<file path="config.mk">
export PLATFORM = sky130hd
export DESIGN_NAME = output_read_sequencer
export DESIGN_NICKNAME = d
export VERILOG_FILES = /design/src/rtl/output_seq_pkg.sv /design/src/rtl/output_seq_fifo.sv /design/src/rtl/output_read_sequencer.sv
export SDC_FILE = /design/constraint.sdc
export NUM_CORES = 1
export LEC_CHECK = 0
export BUFFER_PORTS_ARGS = -buffer_cell sky130_fd_sc_hd__buf_2
export CORE_UTILIZATION = 55
export CTS_BUF_LIST = sky130_fd_sc_hd__clkbuf_8
export CTS_CLUSTER_DIAMETER = 40
export CTS_CLUSTER_SIZE = 16
export DETAILED_ROUTE_END_ITERATION = 12
export HOLD_SLACK_MARGIN = 0.03
export PLACE_DENSITY_LB_ADDON = 0.05
export SYNTH_ARGS = -nofsm -noshare
export SYNTH_HDL_FRONTEND = slang
export SYNTH_HIERARCHICAL = 1
export SYNTH_SLANG_ARGS = --single-unit
export TNS_END_PERCENT = 10
</file>
<file path="constraint.sdc">
create_clock -name clk_i -period 7.55 [get_ports clk_i]
set_input_delay 2.265 -clock clk_i [delete_from_list [all_inputs] [get_ports clk_i]]
set_output_delay 2.265 -clock clk_i [all_outputs]
set_load 0.1 [all_outputs]
</file>
<file path="src/rtl/output_seq_pkg.sv">
// Shared constants, state encoding and nibble-packing helper for the
// read-mode output sequencer.
package output_seq_pkg;

  localparam int NUM_ADC      = 128;
  localparam int ADC_IDX_W    = 7;
  localparam int NIB_PER_WORD = 8;
  localparam int ENC_W        = 4;
  localparam int SUM_W        = 11;
  localparam int WORD_W       = 32;
  localparam int CNT_W        = 8;
  localparam int NIB_W        = 3;

  typedef enum logic [2:0] {
    IDLE  = 3'd0,
    LATCH = 3'd1,
    READ  = 3'd2,
    STALL = 3'd3,
    DONE  = 3'd4
  } state_e;

  // Replace nibble slot 'slot' of 'word' with 'nib'; slot 0 is bits [3:0].
  function automatic logic [WORD_W-1:0] put_nibble(input logic [WORD_W-1:0] word,
                                                   input logic [NIB_W-1:0]  slot,
                                                   input logic [ENC_W-1:0]  nib);
    logic [WORD_W-1:0] w_res;
    w_res = word;
    w_res[{slot, 2'b00} +: ENC_W] = nib;
    return w_res;
  endfunction

endpackage

</file>
<file path="src/rtl/output_seq_fifo.sv">
// Synchronous first-word-fall-through FIFO for packed result words.
// Push while full is accepted only when a pop happens in the same cycle.
// The head output reads as zero while empty.
module output_seq_fifo #(
  parameter int DEPTH = 4,
  parameter int WIDTH = 32
) (
  input  logic             clk_i,
  input  logic             rst_ni,
  input  logic             i_clear,
  input  logic             i_push,
  input  logic [WIDTH-1:0] i_data,
  input  logic             i_pop,
  output logic [WIDTH-1:0] o_data,
  output logic             o_full,
  output logic             o_empty
);

  localparam int AW = (DEPTH > 1) ? $clog2(DEPTH) : 1;

  logic [WIDTH-1:0] r_mem [DEPTH];
  logic [AW-1:0]    r_wr_ptr;
  logic [AW-1:0]    r_rd_ptr;
  logic [AW:0]      r_count;
  logic             w_do_pop;
  logic             w_do_push;

  assign o_empty   = (r_count == '0);
  assign o_full    = (r_count == (AW+1)'(DEPTH));
  assign w_do_pop  = i_pop & ~o_empty;
  assign w_do_push = i_push & (~o_full | w_do_pop);
  assign o_data    = o_empty ? '0 : r_mem[r_rd_ptr];

  // Storage array; contents are don't-care until written, so no reset.
  always_ff @(posedge clk_i) begin
    if (w_do_push && !i_clear) begin
      r_mem[r_wr_ptr] <= i_data;
    end
  end

  // Pointers and occupancy; clear empties the FIFO in one cycle.
  always_ff @(posedge clk_i or negedge rst_ni) begin
    if (!rst_ni) begin
      r_wr_ptr <= '0;
      r_rd_ptr <= '0;
      r_count  <= '0;
    end else if (i_clear) begin
      r_wr_ptr <= '0;
      r_rd_ptr <= '0;
      r_count  <= '0;
    end else begin
      if (w_do_push) r_wr_ptr <= r_wr_ptr + 1'b1;
      if (w_do_pop)  r_rd_ptr <= r_rd_ptr + 1'b1;
      case ({w_do_push, w_do_pop})
        2'b10:   r_count <= r_count + 1'b1;
        2'b01:   r_count <= r_count - 1'b1;
        default: r_count <= r_count;
      endcase
    end
  end

endmodule

</file>
<file path="src/rtl/output_read_sequencer.sv">
// Read-mode output buffer sequencer: sweeps ADC columns, strobes buffer
// latch then read per column, packs eight 4b results per 32b word and
// queues words for the CPU side.
// Optional feature: define OUTPUT_SEQ_SUM_EN to add sum_o/sum_valid_o
// (running sum of encoder results over the sweep).
//
// state | meaning
// IDLE  | waiting for start_i
// LATCH | buf_w_en_o high, buffer captures column idx
// READ  | buf_r_en_o high, encoder nibble packed; word pushed if complete
// STALL | completed word waiting for FIFO space
// DONE  | one-cycle done_o after last word pushed
module output_read_sequencer
  import output_seq_pkg::*;
#(
  parameter int FIFO_DEPTH = 4
) (
  input  logic                 clk_i,
  input  logic                 rst_ni,
  input  logic                 start_i,
  input  logic                 clear_i,
  input  logic [ADC_IDX_W-1:0] col_start_i,
  input  logic [CNT_W-1:0]     num_adc_i,
  output logic                 buf_w_en_o,
  output logic                 buf_r_en_o,
  output logic [8:0]           col_addr9_o,
  input  logic [WORD_W-1:0]    enc_i,
  output logic                 word_valid_o,
  output logic [WORD_W-1:0]    word_o,
  input  logic                 word_ready_i,
  output logic                 busy_o,
  output logic                 done_o
`ifdef OUTPUT_SEQ_SUM_EN
  ,
  output logic [SUM_W-1:0]     sum_o,
  output logic                 sum_valid_o
`endif
);

  localparam logic [2:0] ST_IDLE  = IDLE;
  localparam logic [2:0] ST_LATCH = LATCH;
  localparam logic [2:0] ST_READ  = READ;
  localparam logic [2:0] ST_STALL = STALL;
  localparam logic [2:0] ST_DONE  = DONE;

  logic [2:0]           r_state;
  logic [2:0]           w_state_nxt;
  logic [ADC_IDX_W-1:0] r_idx;
  logic [CNT_W-1:0]     r_remain;
  logic [NIB_W-1:0]     r_nib;
  logic [WORD_W-1:0]    r_pack;

  logic [WORD_W-1:0]    w_pack_upd;
  logic [ENC_W-1:0]     w_enc;
  logic                 w_enc_unused;
  logic                 w_start_ok;
  logic                 w_last;
  logic                 w_word_done;
  logic                 w_pop;
  logic                 w_space;
  logic                 w_push;
  logic [WORD_W-1:0]    w_push_data;
  logic                 w_fifo_full;
  logic                 w_fifo_empty;
  logic [WORD_W-1:0]    w_fifo_data;

  // Only the low ENC_W bits of the buffer output carry the encoded value.
  assign w_enc        = enc_i[ENC_W-1:0];
  assign w_enc_unused = ^enc_i[WORD_W-1:ENC_W];

  assign w_start_ok  = start_i & (r_state == ST_IDLE);
  assign w_last      = (r_remain == CNT_W'(1));
  assign w_word_done = (r_nib == NIB_W'(NIB_PER_WORD - 1)) | w_last;
  assign w_pack_upd  = put_nibble(r_pack, r_nib, w_enc);

  // A pop in the same cycle frees a slot before our push lands.
  assign w_pop   = word_valid_o & word_ready_i;
  assign w_space = ~w_fifo_full | w_pop;

  // Push decision: completed word from READ, or the held word from STALL.
  always_comb begin
    w_push      = 1'b0;
    w_push_data = r_pack;
    if (!clear_i) begin
      if (r_state == ST_READ) begin
        w_push      = w_word_done & w_space;
        w_push_data = w_pack_upd;
      end else if (r_state == ST_STALL) begin
        w_push      = w_space;
        w_push_data = r_pack;
      end
    end
  end

  // Next-state logic; clear_i overrides everything.
  always_comb begin
    w_state_nxt = r_state;
    if (clear_i) begin
      w_state_nxt = ST_IDLE;
    end else begin
      case (r_state)
        ST_IDLE: begin
          if (start_i) begin
            w_state_nxt = (num_adc_i == '0) ? ST_DONE : ST_LATCH;
          end
        end
        ST_LATCH: w_state_nxt = ST_READ;
        ST_READ: begin
          if (w_word_done && !w_space) w_state_nxt = ST_STALL;
          else if (w_last)             w_state_nxt = ST_DONE;
          else                         w_state_nxt = ST_LATCH;
        end
        ST_STALL: begin
          if (w_space) begin
            w_state_nxt = (r_remain == '0) ? ST_DONE : ST_LATCH;
          end
        end
        ST_DONE:  w_state_nxt = ST_IDLE;
        default:  w_state_nxt = ST_IDLE;
      endcase
    end
  end

  // State register.
  always_ff @(posedge clk_i or negedge rst_ni) begin
    if (!rst_ni) r_state <= ST_IDLE;
    else         r_state <= w_state_nxt;
  end

  // Column index, remaining-ADC down-counter, nibble slot and pack register.
  // The counters advance at the end of READ, so in STALL r_remain==0 marks
  // the held word as the final one.
  always_ff @(posedge clk_i or negedge rst_ni) begin
    if (!rst_ni) begin
      r_idx    <= '0;
      r_remain <= '0;
      r_nib    <= '0;
      r_pack   <= '0;
    end else if (clear_i) begin
      r_idx    <= '0;
      r_remain <= '0;
      r_nib    <= '0;
      r_pack   <= '0;
    end else begin
      case (r_state)
        ST_IDLE: begin
          if (w_start_ok) begin
            r_idx    <= col_start_i;
            r_remain <= num_adc_i;
            r_nib    <= '0;
            r_pack   <= '0;
          end
        end
        ST_READ: begin
          r_idx    <= r_idx + ADC_IDX_W'(1);
          r_remain <= r_remain - CNT_W'(1);
          if (w_word_done) begin
            r_nib  <= '0;
            r_pack <= w_space ? '0 : w_pack_upd;
          end else begin
            r_nib  <= r_nib + NIB_W'(1);
            r_pack <= w_pack_upd;
          end
        end
        ST_STALL: begin
          if (w_space) r_pack <= '0;
        end
        default: ;
      endcase
    end
  end

  output_seq_fifo #(
    .DEPTH (FIFO_DEPTH),
    .WIDTH (WORD_W)
  ) u_fifo (
    .clk_i   (clk_i),
    .rst_ni  (rst_ni),
    .i_clear (clear_i),
    .i_push  (w_push),
    .i_data  (w_push_data),
    .i_pop   (w_pop),
    .o_data  (w_fifo_data),
    .o_full  (w_fifo_full),
    .o_empty (w_fifo_empty)
  );

  assign word_valid_o = ~w_fifo_empty;
  assign word_o       = w_fifo_data;

  assign buf_w_en_o  = (r_state == ST_LATCH);
  assign buf_r_en_o  = (r_state == ST_READ);
  assign col_addr9_o = (buf_w_en_o | buf_r_en_o) ? {r_idx, 2'b00} : 9'd0;
  assign busy_o      = (r_state != ST_IDLE);
  assign done_o      = (r_state == ST_DONE);

`ifdef OUTPUT_SEQ_SUM_EN
  logic [SUM_W-1:0] r_sum;
  logic             r_sum_valid;

  // Running encoder sum; valid flag held from DONE until the next start.
  always_ff @(posedge clk_i or negedge rst_ni) begin
    if (!rst_ni) begin
      r_sum       <= '0;
      r_sum_valid <= 1'b0;
    end else if (clear_i) begin
      r_sum       <= '0;
      r_sum_valid <= 1'b0;
    end else if (w_start_ok) begin
      r_sum       <= '0;
      r_sum_valid <= 1'b0;
    end else begin
      if (r_state == ST_READ) r_sum <= r_sum + SUM_W'(w_enc);
      if (r_state == ST_DONE) r_sum_valid <= 1'b1;
    end
  end

  assign sum_o       = r_sum;
  assign sum_valid_o = r_sum_valid | done_o;
`endif

endmodule

</file>
==> impl_metrics.tcl <==
set metrics [dict create \
    fp.dieArea_um2 16400 \
    synthCells 669 \
    grt_pass1_wl_mm 28.9 \
    seq_area_frac_synth_pct 61.3 \
    ys_top_cells_by_area "edfxtp_1, dfrtp_1, mux4_2, o21ai_0, nor2b_1" \
    worst-setup-path-type "in -> reg" \
    worstPathArrival_ps 5230 \
    grt_pass1_vias 5527 \
    cts-buffers-inserted 17 \
    routed_wl_mm 17.8 \
    fin_nets 800 \
    antenna_found_initial 0 \
    ys_types 61 \
    row_count 45 \
    maxSlewHeadroom_pct 15.6 \
    layout_min_cycle_time_ps 5120 \
    port_buffers 67 \
    start_util_pct 56.9 \
    power_per_cell_area_nw_per_um2 200 \
    antenna_cells 0 \
    grt_setup_unrepaired "false" \
    drtIter0Drc 371 \
    area_growth_pct 10.3 \
    hold_buffers 0 \
    grt_max_degree 61 \
    pin_count 98 \
    async_reset_ff_share_pct 31.9 \
    min_path_type "reg -> reg" \
    cts_root_buffer "clkbuf_8" \
    die_h_um 128 \
    required_ps 7670 \
    yosysMostFrequentCell "edfxtp_1" \
    postCtsSetupBuffers 0 \
    vias_per_cell 5.86 \
    max_freq_ghz 0.195 \
    ir_worst_vdd_mv 0.123 \
    ys_top_cells_by_count "edfxtp_1, nand2_1, dfrtp_1" \
    hpwl_mm 11.8 \
    vias 5600 \
    status "finished, final reports clean" \
    cts.clk_slew.worst_paths_ps 100 \
    grt_usage_pct 23.7 \
    yosysTopAreaCellShare_pct 44.1 \
    timing.final.crit_share_pct 67.8 \
    fillers 1232 \
    final_cells 956 \
    maxSlewViolCount 0 \
    ant_nets 0 \
    post-route-drc-count 0 \
    dp_cells 924 \
    synth_ff_type "edfxtp_1" \
    setup_tns_ps 0 \
    p_leak_nw 3.37 \
    firstDrtPassIters 4 \
    clock_sinks 188 \
    max-cap-violations 0 \
    worstPathMaxFanout 27 \
    yosys_warnings 6 \
    yosys.area.top_type "edfxtp_1" \
    tightest_slew_ps 1250 \
    setup_viol 0 \
    grt_overflow 0 \
    crit_path_start_kind "input pin" \
    clock_path_buffers 2 \
    die_w_um 128 \
    coreArea_um2 15300 \
    routedWlPerCell_um 18.6 \
    multi_input_area_um2 3120 \
    end_kind "flop" \
    cts.repair.resized 0 \
    gp_congestion 0.880 \
    drive_above_1_share_pct 22.6 \
    finalClockSkew_ps 15.0 \
    cts.htree.levels 4 \
    synth_edf_count 128 \
    insertion_delay_ps 470 \
    register_area_um2 5350 \
    syn-cell-area_um2 8720 \
    hold_violations 0 \
    cts_tree "built" \
    synth_seq_cells 188 \
    synth.avg_cell_area_um2 13.0 \
]
[critical path, cell delays in order]
cell and delay [ps]:
buf_2 70, nand2b_1 130, and2_1 260, a2111oi_2 880
o21ai_1 380, nor3b_2 700, buf_4 520
[sequential cells by signal (all words and copies together), names as in the netlist, 3 cells and up]
register        flops
u_fifo/r_count      3
r_idx               7
r_nib               3
u_fifo/r_mem      128
r_state             3
r_pack             32
r_remain            8
[layout make-up]
cell class,instances,share of cell area [%]
Clock buffer,17,2.43
Sequential cell,188,55.6
Tap cell,211,2.74
Multi-Input combinational cell,416,32.5
Inverter,34,1.33
Clock inverter,15,1.34
Timing Repair Buffer,75,4.11
[cells in the final DEF (no fill, tap or decap), types with 8 or more instances in the layout]
cell	n
edfxtp_1	128
buf_2	67
nand2_1	63
dfrtp_1	58
o21ai_0	51
nor2b_1	39
nor2_1	34
inv_1	34
mux4_2	32
a21oi_1	19
clkbuf_8	17
o22ai_1	16
ha_1	15
nand3_1	13
or2_2	10
a22o_1	10
nand2b_1	9
o2bb2ai_1	8
buf_4	8
[worst paths after layout]
check	end	startpoint	cells past startpoint	slack, ps
setup / recovery	u_fifo/r_mem[0][12]	word_ready_i	7	2430
hold reg to reg	r_pack[8]	r_pack[8]	2	490
hold / removal	r_pack[8]	r_pack[8]	2	490
min in group asynchronous	u_fifo/r_count[2]	rst_ni	2	1950
max in group asynchronous	u_fifo/r_rd_ptr[0]	rst_ni	2	5040
setup reg to reg	u_fifo/r_mem[0][12]	u_fifo/r_count[0]	8	3230
[where the power goes]
group          total, mW  switching (mW)  internal, mW
sequential          1.13          0.0181          1.11
combinational      0.180           0.132        0.0483
clock              0.614           0.377         0.238
[per-layer routing]
| metal | part of all wire, % | vias to the layer above | wire length, um | global-route usage [%] |
|---|---|---|---|---|
| li1 | - | 2630 | - | - |
| met3 | 4.2 | 18 | 746 | 4.88 |
| met1 | 45 | 2811 | 8010 | 32.1 |
| met5 | 0 | - | 0 | 0 |
| met4 | 2.0 | 0 | 347 | 9.13 |
| met2 | 49 | 141 | 8680 | 37.9 |
[cells by family (layout without fill, tap and decap cells)]
logic type,after synthesis,count (layout),synth area share [%]
other,1,2,0.0430
AOI/OAI and AO/OA,147,147,10.8
buffers and inverters,66,141,3.34
and+or+nand+nor,207,207,12.4
xor gates and xnor gates,4,4,0.402
adders and majority gates,16,16,2.38
muxes,40,40,9.30
DFF,188,188,61.3
[metrics by stage]
stage	util [%]	setup WS [ps]	area (um2)	power, mW	hold WS [ps]
global route	62.8	2130	9620	2.00	516
CTS	62.8	2410	9620	1.94	492
global placement	60.4	1930	9260	1.32	463
finish	62.8	2430	9620	1.92	492
floorplan	-	694	8720	1.28	450
detailed placement	60.4	1930	9260	1.33	470
(Power assumes the default switching activity.)
